<file path="src/rtl/pc_cfr_cpa_if.sv">
// ---------------------------------------------------------------------------
// pc_cfr_cpa_if
// Bundle between the peak detector / control plane and the cancellation
// pulse allocator (pc_cfr_cpa).
//   peak_r, peak_theta, peak_phase, peak_valid : peak stream into allocator
//   ctrl_enable                                 : allow new allocations
//   stat_clear                                  : clear drop counter
//   cpg_valid/addr/r/theta/phase                : per-slot CPG drive, slice k
//   stat_drop_count                             : dropped-peak counter
// Modports: master = peak/control source, slave = allocator.
// ---------------------------------------------------------------------------
interface pc_cfr_cpa_if #(
   parameter int ITERATIONS = 7,
   parameter int DATA_WIDTH = 16,
   parameter int NUM_CPG    = 4,
   parameter int PULSE_LEN  = 64
);
   localparam int ADDR_W = (PULSE_LEN > 1) ? $clog2(PULSE_LEN) : 1;

   logic [DATA_WIDTH:0]                 peak_r;
   logic [ITERATIONS:0]                 peak_theta;
   logic                                peak_phase;
   logic                                peak_valid;
   logic                                ctrl_enable;
   logic                                stat_clear;
   logic [NUM_CPG-1:0]                  cpg_valid;
   logic [NUM_CPG*ADDR_W-1:0]           cpg_addr;
   logic [NUM_CPG*(DATA_WIDTH+1)-1:0]   cpg_r;
   logic [NUM_CPG*(ITERATIONS+1)-1:0]   cpg_theta;
   logic [NUM_CPG-1:0]                  cpg_phase;
   logic [15:0]                         stat_drop_count;

   modport master (
      output peak_r, peak_theta, peak_phase, peak_valid, ctrl_enable, stat_clear,
      input  cpg_valid, cpg_addr, cpg_r, cpg_theta, cpg_phase, stat_drop_count
   );

   modport slave (
      input  peak_r, peak_theta, peak_phase, peak_valid, ctrl_enable, stat_clear,
      output cpg_valid, cpg_addr, cpg_r, cpg_theta, cpg_phase, stat_drop_count
   );
endinterface

</file>
<file path="src/rtl/pc_cfr_cpa.sv">
// ---------------------------------------------------------------------------
// pc_cfr_cpa
// Cancellation pulse allocator for peak-cancellation CFR. Each accepted peak
// is placed in the lowest-index free generator slot; a busy slot sweeps its
// coefficient address 0..PULSE_LEN-1 (one address per clk) and then idles,
// unless it is re-allocated on its last address (back-to-back, no gap).
// Ports:
//   clk     : clock
//   rst     : synchronous reset, active-high, clears every slot and counter
//   cpa_if  : pc_cfr_cpa_if.slave (peak input, control, per-slot CPG outputs)
// Optional feature macro: PC_CFR_CPA_DROP_CNT_EN
//   defined   -> saturating 16-bit dropped-peak counter, stat_clear wins
//   undefined -> stat_drop_count tied to 0, stat_clear ignored
// ---------------------------------------------------------------------------
module pc_cfr_cpa #(
   parameter int ITERATIONS = 7,
   parameter int DATA_WIDTH = 16,
   parameter int NUM_CPG    = 4,
   parameter int PULSE_LEN  = 64
) (
   input  logic          clk,
   input  logic          rst,
   pc_cfr_cpa_if.slave   cpa_if
);
   localparam int ADDR_W = (PULSE_LEN > 1) ? $clog2(PULSE_LEN) : 1;
   localparam int R_W    = DATA_WIDTH + 1;
   localparam int TH_W   = ITERATIONS + 1;
   localparam logic [ADDR_W-1:0] LAST_ADDR = ADDR_W'(PULSE_LEN - 1);

   typedef enum logic {ST_IDLE, ST_BUSY} slot_st_e;

   slot_st_e          st_q    [NUM_CPG];
   logic [ADDR_W-1:0] addr_q  [NUM_CPG];
   logic [R_W-1:0]    r_q     [NUM_CPG];
   logic [TH_W-1:0]   theta_q [NUM_CPG];
   logic              phase_q [NUM_CPG];

   logic [NUM_CPG-1:0] last_w;
   logic [NUM_CPG-1:0] alloc_oh_w;
   logic               alloc_req_w;
   logic               drop_w;

   // Slot selection: a slot on its final address counts as free so a new
   // pulse can follow the old one without an idle cycle. The first free slot
   // found clears drop_w, which also blocks any higher-index slot.
   always_comb begin
      alloc_req_w = cpa_if.peak_valid && cpa_if.ctrl_enable;
      alloc_oh_w  = '0;
      last_w      = '0;
      drop_w      = alloc_req_w;
      for (int k = 0; k < NUM_CPG; k++) begin
         last_w[k] = (st_q[k] == ST_BUSY) && (addr_q[k] == LAST_ADDR);
         if (drop_w && ((st_q[k] == ST_IDLE) || last_w[k])) begin
            alloc_oh_w[k] = 1'b1;
            drop_w        = 1'b0;
         end
      end
   end

   // Per-slot state machine; idle slots hold all fields at zero so the
   // downstream multipliers never see stale amplitude/angle.
   always_ff @(posedge clk) begin
      if (rst) begin
         for (int k = 0; k < NUM_CPG; k++) begin
            st_q[k]    <= ST_IDLE;
            addr_q[k]  <= '0;
            r_q[k]     <= '0;
            theta_q[k] <= '0;
            phase_q[k] <= 1'b0;
         end
      end else begin
         for (int k = 0; k < NUM_CPG; k++) begin
            if (alloc_oh_w[k]) begin
               st_q[k]    <= ST_BUSY;
               addr_q[k]  <= '0;
               r_q[k]     <= cpa_if.peak_r;
               theta_q[k] <= cpa_if.peak_theta;
               phase_q[k] <= cpa_if.peak_phase;
            end else if (last_w[k]) begin
               st_q[k]    <= ST_IDLE;
               addr_q[k]  <= '0;
               r_q[k]     <= '0;
               theta_q[k] <= '0;
               phase_q[k] <= 1'b0;
            end else if (st_q[k] == ST_BUSY) begin
               addr_q[k]  <= addr_q[k] + ADDR_W'(1);
            end
         end
      end
   end

   for (genvar g = 0; g < NUM_CPG; g++) begin : g_slot_out
      assign cpa_if.cpg_valid[g]                    = (st_q[g] == ST_BUSY);
      assign cpa_if.cpg_addr[g*ADDR_W +: ADDR_W]    = addr_q[g];
      assign cpa_if.cpg_r[g*R_W +: R_W]             = r_q[g];
      assign cpa_if.cpg_theta[g*TH_W +: TH_W]       = theta_q[g];
      assign cpa_if.cpg_phase[g]                    = phase_q[g];
   end

`ifdef PC_CFR_CPA_DROP_CNT_EN
   logic [15:0] drop_cnt_q;
   logic [15:0] drop_cnt_d;

   // Clear has priority over a simultaneous drop; count saturates at all-ones.
   always_comb begin
      drop_cnt_d = drop_cnt_q;
      if (cpa_if.stat_clear) begin
         drop_cnt_d = '0;
      end else if (drop_w && (drop_cnt_q != 16'hFFFF)) begin
         drop_cnt_d = drop_cnt_q + 16'd1;
      end
   end

   always_ff @(posedge clk) begin
      if (rst) begin
         drop_cnt_q <= '0;
      end else begin
         drop_cnt_q <= drop_cnt_d;
      end
   end

   assign cpa_if.stat_drop_count = drop_cnt_q;
`else
   logic unused_sig;
   assign unused_sig             = ^{cpa_if.stat_clear, drop_w};
   assign cpa_if.stat_drop_count = 16'd0;
`endif

endmodule

</file>
<file path="src/flat_wrapper.sv">
// flat-port wrapper written by rule: the top's interface ports become plain ports
module pc_cfr_cpa_flat 
#(
   parameter int ITERATIONS = 7,
   parameter int DATA_WIDTH = 16,
   parameter int NUM_CPG    = 4,
   parameter int PULSE_LEN  = 64
)
  (clk, rst, cpa_if_peak_r, cpa_if_peak_theta, cpa_if_peak_phase, cpa_if_peak_valid, cpa_if_ctrl_enable, cpa_if_stat_clear, cpa_if_cpg_valid, cpa_if_cpg_addr, cpa_if_cpg_r, cpa_if_cpg_theta, cpa_if_cpg_phase, cpa_if_stat_drop_count);
  pc_cfr_cpa_if #(.ITERATIONS(ITERATIONS), .DATA_WIDTH(DATA_WIDTH), .NUM_CPG(NUM_CPG), .PULSE_LEN(PULSE_LEN)) cpa_if_i ();
  input  logic clk;
  input  logic rst;
  input wire logic [$bits(cpa_if_i.peak_r)-1:0] cpa_if_peak_r;
  input wire logic [$bits(cpa_if_i.peak_theta)-1:0] cpa_if_peak_theta;
  input wire logic [$bits(cpa_if_i.peak_phase)-1:0] cpa_if_peak_phase;
  input wire logic [$bits(cpa_if_i.peak_valid)-1:0] cpa_if_peak_valid;
  input wire logic [$bits(cpa_if_i.ctrl_enable)-1:0] cpa_if_ctrl_enable;
  input wire logic [$bits(cpa_if_i.stat_clear)-1:0] cpa_if_stat_clear;
  output wire logic [$bits(cpa_if_i.cpg_valid)-1:0] cpa_if_cpg_valid;
  output wire logic [$bits(cpa_if_i.cpg_addr)-1:0] cpa_if_cpg_addr;
  output wire logic [$bits(cpa_if_i.cpg_r)-1:0] cpa_if_cpg_r;
  output wire logic [$bits(cpa_if_i.cpg_theta)-1:0] cpa_if_cpg_theta;
  output wire logic [$bits(cpa_if_i.cpg_phase)-1:0] cpa_if_cpg_phase;
  output wire logic [$bits(cpa_if_i.stat_drop_count)-1:0] cpa_if_stat_drop_count;
  assign cpa_if_i.peak_r = cpa_if_peak_r;
  assign cpa_if_i.peak_theta = cpa_if_peak_theta;
  assign cpa_if_i.peak_phase = cpa_if_peak_phase;
  assign cpa_if_i.peak_valid = cpa_if_peak_valid;
  assign cpa_if_i.ctrl_enable = cpa_if_ctrl_enable;
  assign cpa_if_i.stat_clear = cpa_if_stat_clear;
  assign cpa_if_cpg_valid = cpa_if_i.cpg_valid;
  assign cpa_if_cpg_addr = cpa_if_i.cpg_addr;
  assign cpa_if_cpg_r = cpa_if_i.cpg_r;
  assign cpa_if_cpg_theta = cpa_if_i.cpg_theta;
  assign cpa_if_cpg_phase = cpa_if_i.cpg_phase;
  assign cpa_if_stat_drop_count = cpa_if_i.stat_drop_count;
  pc_cfr_cpa #(.ITERATIONS(ITERATIONS), .DATA_WIDTH(DATA_WIDTH), .NUM_CPG(NUM_CPG), .PULSE_LEN(PULSE_LEN)) u_core (.clk(clk), .rst(rst), .cpa_if(cpa_if_i));
endmodule
</file>
<file path="config.mk">
export PLATFORM = sky130hd
export DESIGN_NAME = pc_cfr_cpa_flat
export DESIGN_NICKNAME = d
export VERILOG_FILES = /design/src/rtl/pc_cfr_cpa_if.sv /design/src/rtl/pc_cfr_cpa.sv /design/src/flat_wrapper.sv
export SDC_FILE = /design/constraint.sdc
export NUM_CORES = 1
export LEC_CHECK = 0
export BUFFER_PORTS_ARGS = -buffer_cell sky130_fd_sc_hd__buf_4
export CAP_MARGIN = 20
export CORE_UTILIZATION = 46
export CTS_CLUSTER_SIZE = 10
export DETAILED_ROUTE_END_ITERATION = 7
export PLACE_DENSITY = 0.76
export SLEW_MARGIN = 20
export SYNTH_ARGS = -nofsm -noshare
export SYNTH_HDL_FRONTEND = slang
export SYNTH_SLANG_ARGS = --single-unit
</file>
<file path="constraint.sdc">
create_clock -name clk -period 3.9 [get_ports clk]
set_input_delay 0 -clock clk [delete_from_list [all_inputs] [get_ports clk]]
set_output_delay 0 -clock clk [all_outputs]
set_load 0.02 [all_outputs]
</file>
==> results.toml <==
[route]
via_count = 3664
wire_per_inst_um = 18.1
antenna_left = 0
firstDrtPassIters = 6
drc = 10
drt-total-wl_um = 13000
viasPerCell = 5.11
drtIter0Drc = 262

[grt]
first_global_vias = 3729
grtUsageTotal = 0.216
grtUsageMet1 = 0.258
use_met3 = 0.0512
grt_max_degree = 55
antenna_found_initial = 0
grt-ovfl-total = 0
grt_use_met2 = 0.366
busiest_layer = "met2"
grt_pass1_wl_um = 20000

[layout]
postLayoutCoreUtil = 0.662
final_common_cell = "buf_4"
final_nets = 597
final_cell_mix = "166 x buf_4, 132 x edfxtp_1, 55 x and2_1"
drive_above_1_share = 0.368
n_antenna_cell = 0
syn_to_final_growth_pct = 38.2

[cts]
tritoncts = "done"
clockBufferDepth = 2
clk_latency_ns = 0.41
cts_buffers = 17
clkSinkCount = 132
clkTransAtPathRegs_ns = 0.06
cts_setup_buffers = 0
clockRootBuffer = "clkbuf_16"
htreeDepth = 4

[pwr]
leakagePower_uw = 0.00335
ir_drop_mv = 0.364
swShare = 0.240
comb_power_share = 0.120
seq_power_share = 0.449
p_sw_uw = 918
p_per_area_nw_per_um2 = 500
p_int_uw = 2910
clkPwrFrac = 0.431

[setup_path]
crit_type = "register to register"
worst_path_max_delay_cell = "o21ai_4"
end_kind = "register"
cp_data_arrival_time_ns = 2.68
slowest_delay_ns = 0.76
start_kind = "register"
crit_fanout = 27
worstPathCellList = "ha_1 -> nand3_2 -> o21ai_4 -> or3_1 -> o21ai_4"
cpMostUsedCell = "o21ai_4"
cp_data_required_time_ns = 3.92

[timing]
layout_setup_ws_ns = 1.25
setup-tns-final_ns = 0
max_freq_mhz = 377
skew_ns = 0.0100
rsz0062_at_grt = "false"
period_share = 0.680
worstMarginPinSlew_ns = 1.09
finalCriticalPeriod_ns = 2.65
maxSlewViolCount = 0
hold_violations = 0
relSlewSlack = 0.274
setup_viol = 0

[synth]
ys_warn_count = 0
netlist_top_cells_area = "edfxtp_1 72%, and2_1 6.2%, and3_1 5.9%"
synth-seq-cells = 132
ys.flop_type = "edfxtp_1"
synth_edf_count = 132
syn-mean-instance-area_um2 = 14.7
yosys.area.top_type = "edfxtp_1"
muxShareOfSynthArea = 0
mappedNetlistArea_um2 = 5540
synth_cell_types = 33
synth_xor_area_frac = 0.0253
synthAdderAreaFrac = 0.00903
ys_seq_area_frac = 0.715
synth-simple-area-share = 0.181
synthArstFlopShare = 0
syn_inst = 378
synth_compound_area_frac = 0.0163
synth_top_family_by_area = "simple AND/OR/NAND/NOR gates"
synth_top_area_frac = 0.715

[floorplan]
die_w_um = 112
start_util = 0.479
io_pins = 179
num_rows = 39
die_h_um = 112
core-area_um2 = 11600
die-area_um2 = 12500

[run_status]
status = "finished, violations left"
violations = "design-rule violations"

[placement]
place_congestion = 0.751
hpwl_um = 8310
dp_slack_ns = 1.24
port_buffers = 161

[job]
maxCapViolCount = 0

[min_path]
hp-class = "input pin to register"
==> synthesized netlist by cell type, types with 2 or more instances <==
cell      instances
a21oi_1           2
and2_1           55
and3_1           52
buf_4            24
buf_6             4
clkbuf_1         12
edfxtp_1        132
ha_1              4
inv_1             3
nand2_1          10
nand3_1           8
nand3_2           2
nor2_1           27
nor3_1            5
o21ai_0           3
o21ai_4           2
or2_2             3
xnor2_1           8
xor2_1            8
==> worst max-delay path, delay by kind of cell (launching register included) <==
family	cells	cell delay (ns)
flip-flops	1	0.44
AO/OA/AOI/OAI	2	0.88
AND/OR/NAND/NOR	2	0.66
adder cells (fa/ha/maj)	1	0.27
==> kinds of logic (layout without fill, tap and decap cells) <==
group / Yosys count / in the layout
and+or+nand+nor: 169 / 169
other: 1 / 16
adders and majority gates: 4 / 4
AOI/OAI and AO/OA: 11 / 11
buffers and inverters: 45 / 226
DFF: 132 / 132
xor gates and xnor gates: 16 / 16
==> metal layers <==
layer  up-vias  routed length, µm
met5         -                  0
met4         0                286
met3        21                798
met2       144               6640
met1      1816               5250
li1       1683                  -
==> flip-flops by register name (all words and copies together), names as in the netlist <==
signal,cells
u_core.r_q,68
u_core.theta_q,32
u_core.addr_q,24
u_core.phase_q,4
u_core.st_q,4
==> power by group through the flow <==
stage	sequential [µW]	combinational, µW	clock (µW)
after floorplan	1850	134	0
after global placement	1740	434	0
after detailed placement	1750	440	0
after CTS	1720	463	1660
after global routing	1730	486	1720
final	1720	461	1650
==> area by class of cell <==
type / count / area, µm²
timing repair buffer: 192 / 1510
clock inverter: 14 / 188
multi-input combinational: 216 / 1390
sequential: 132 / 3960
tap: 143 / 179
clock buffer: 17 / 425
inverter: 3 / 11.3
fill: 813 / 3910
==> worst paths after layout <==
check,from,endpoint,slack [ns],cells after the start
hold / removal,rst,u_core.addr_q[0][13],0.08,2
setup / recovery,u_core.addr_q[0][0],u_core.r_q[2][16],1.25,5
setup reg to reg,u_core.addr_q[0][0],u_core.r_q[2][16],1.25,5
hold reg to reg,u_core.addr_q[0][6],u_core.addr_q[0][6],0.62,1
==> repair_timing <==
| action | 4_1_cts | 5_1_grt |
|---|---|---|
| hold buffers | 26 | 0 |
| resized for setup | 0 | 0 |
| hold endpoints to repair | 104 | 0 |
==> metrics by stage <==
step	cell area [µm²]	cells	hold WS [ns]	total power (µW)
finish	7660	717	0.0822	3830
floorplan	5610	393	0.198	1990
global route	7660	717	0.0925	3940
detailed placement	6790	660	0.308	2190
global placement	6790	660	0.302	2170
CTS	7660	717	0.0671	3840
Power figures use the tool's default switching activity.
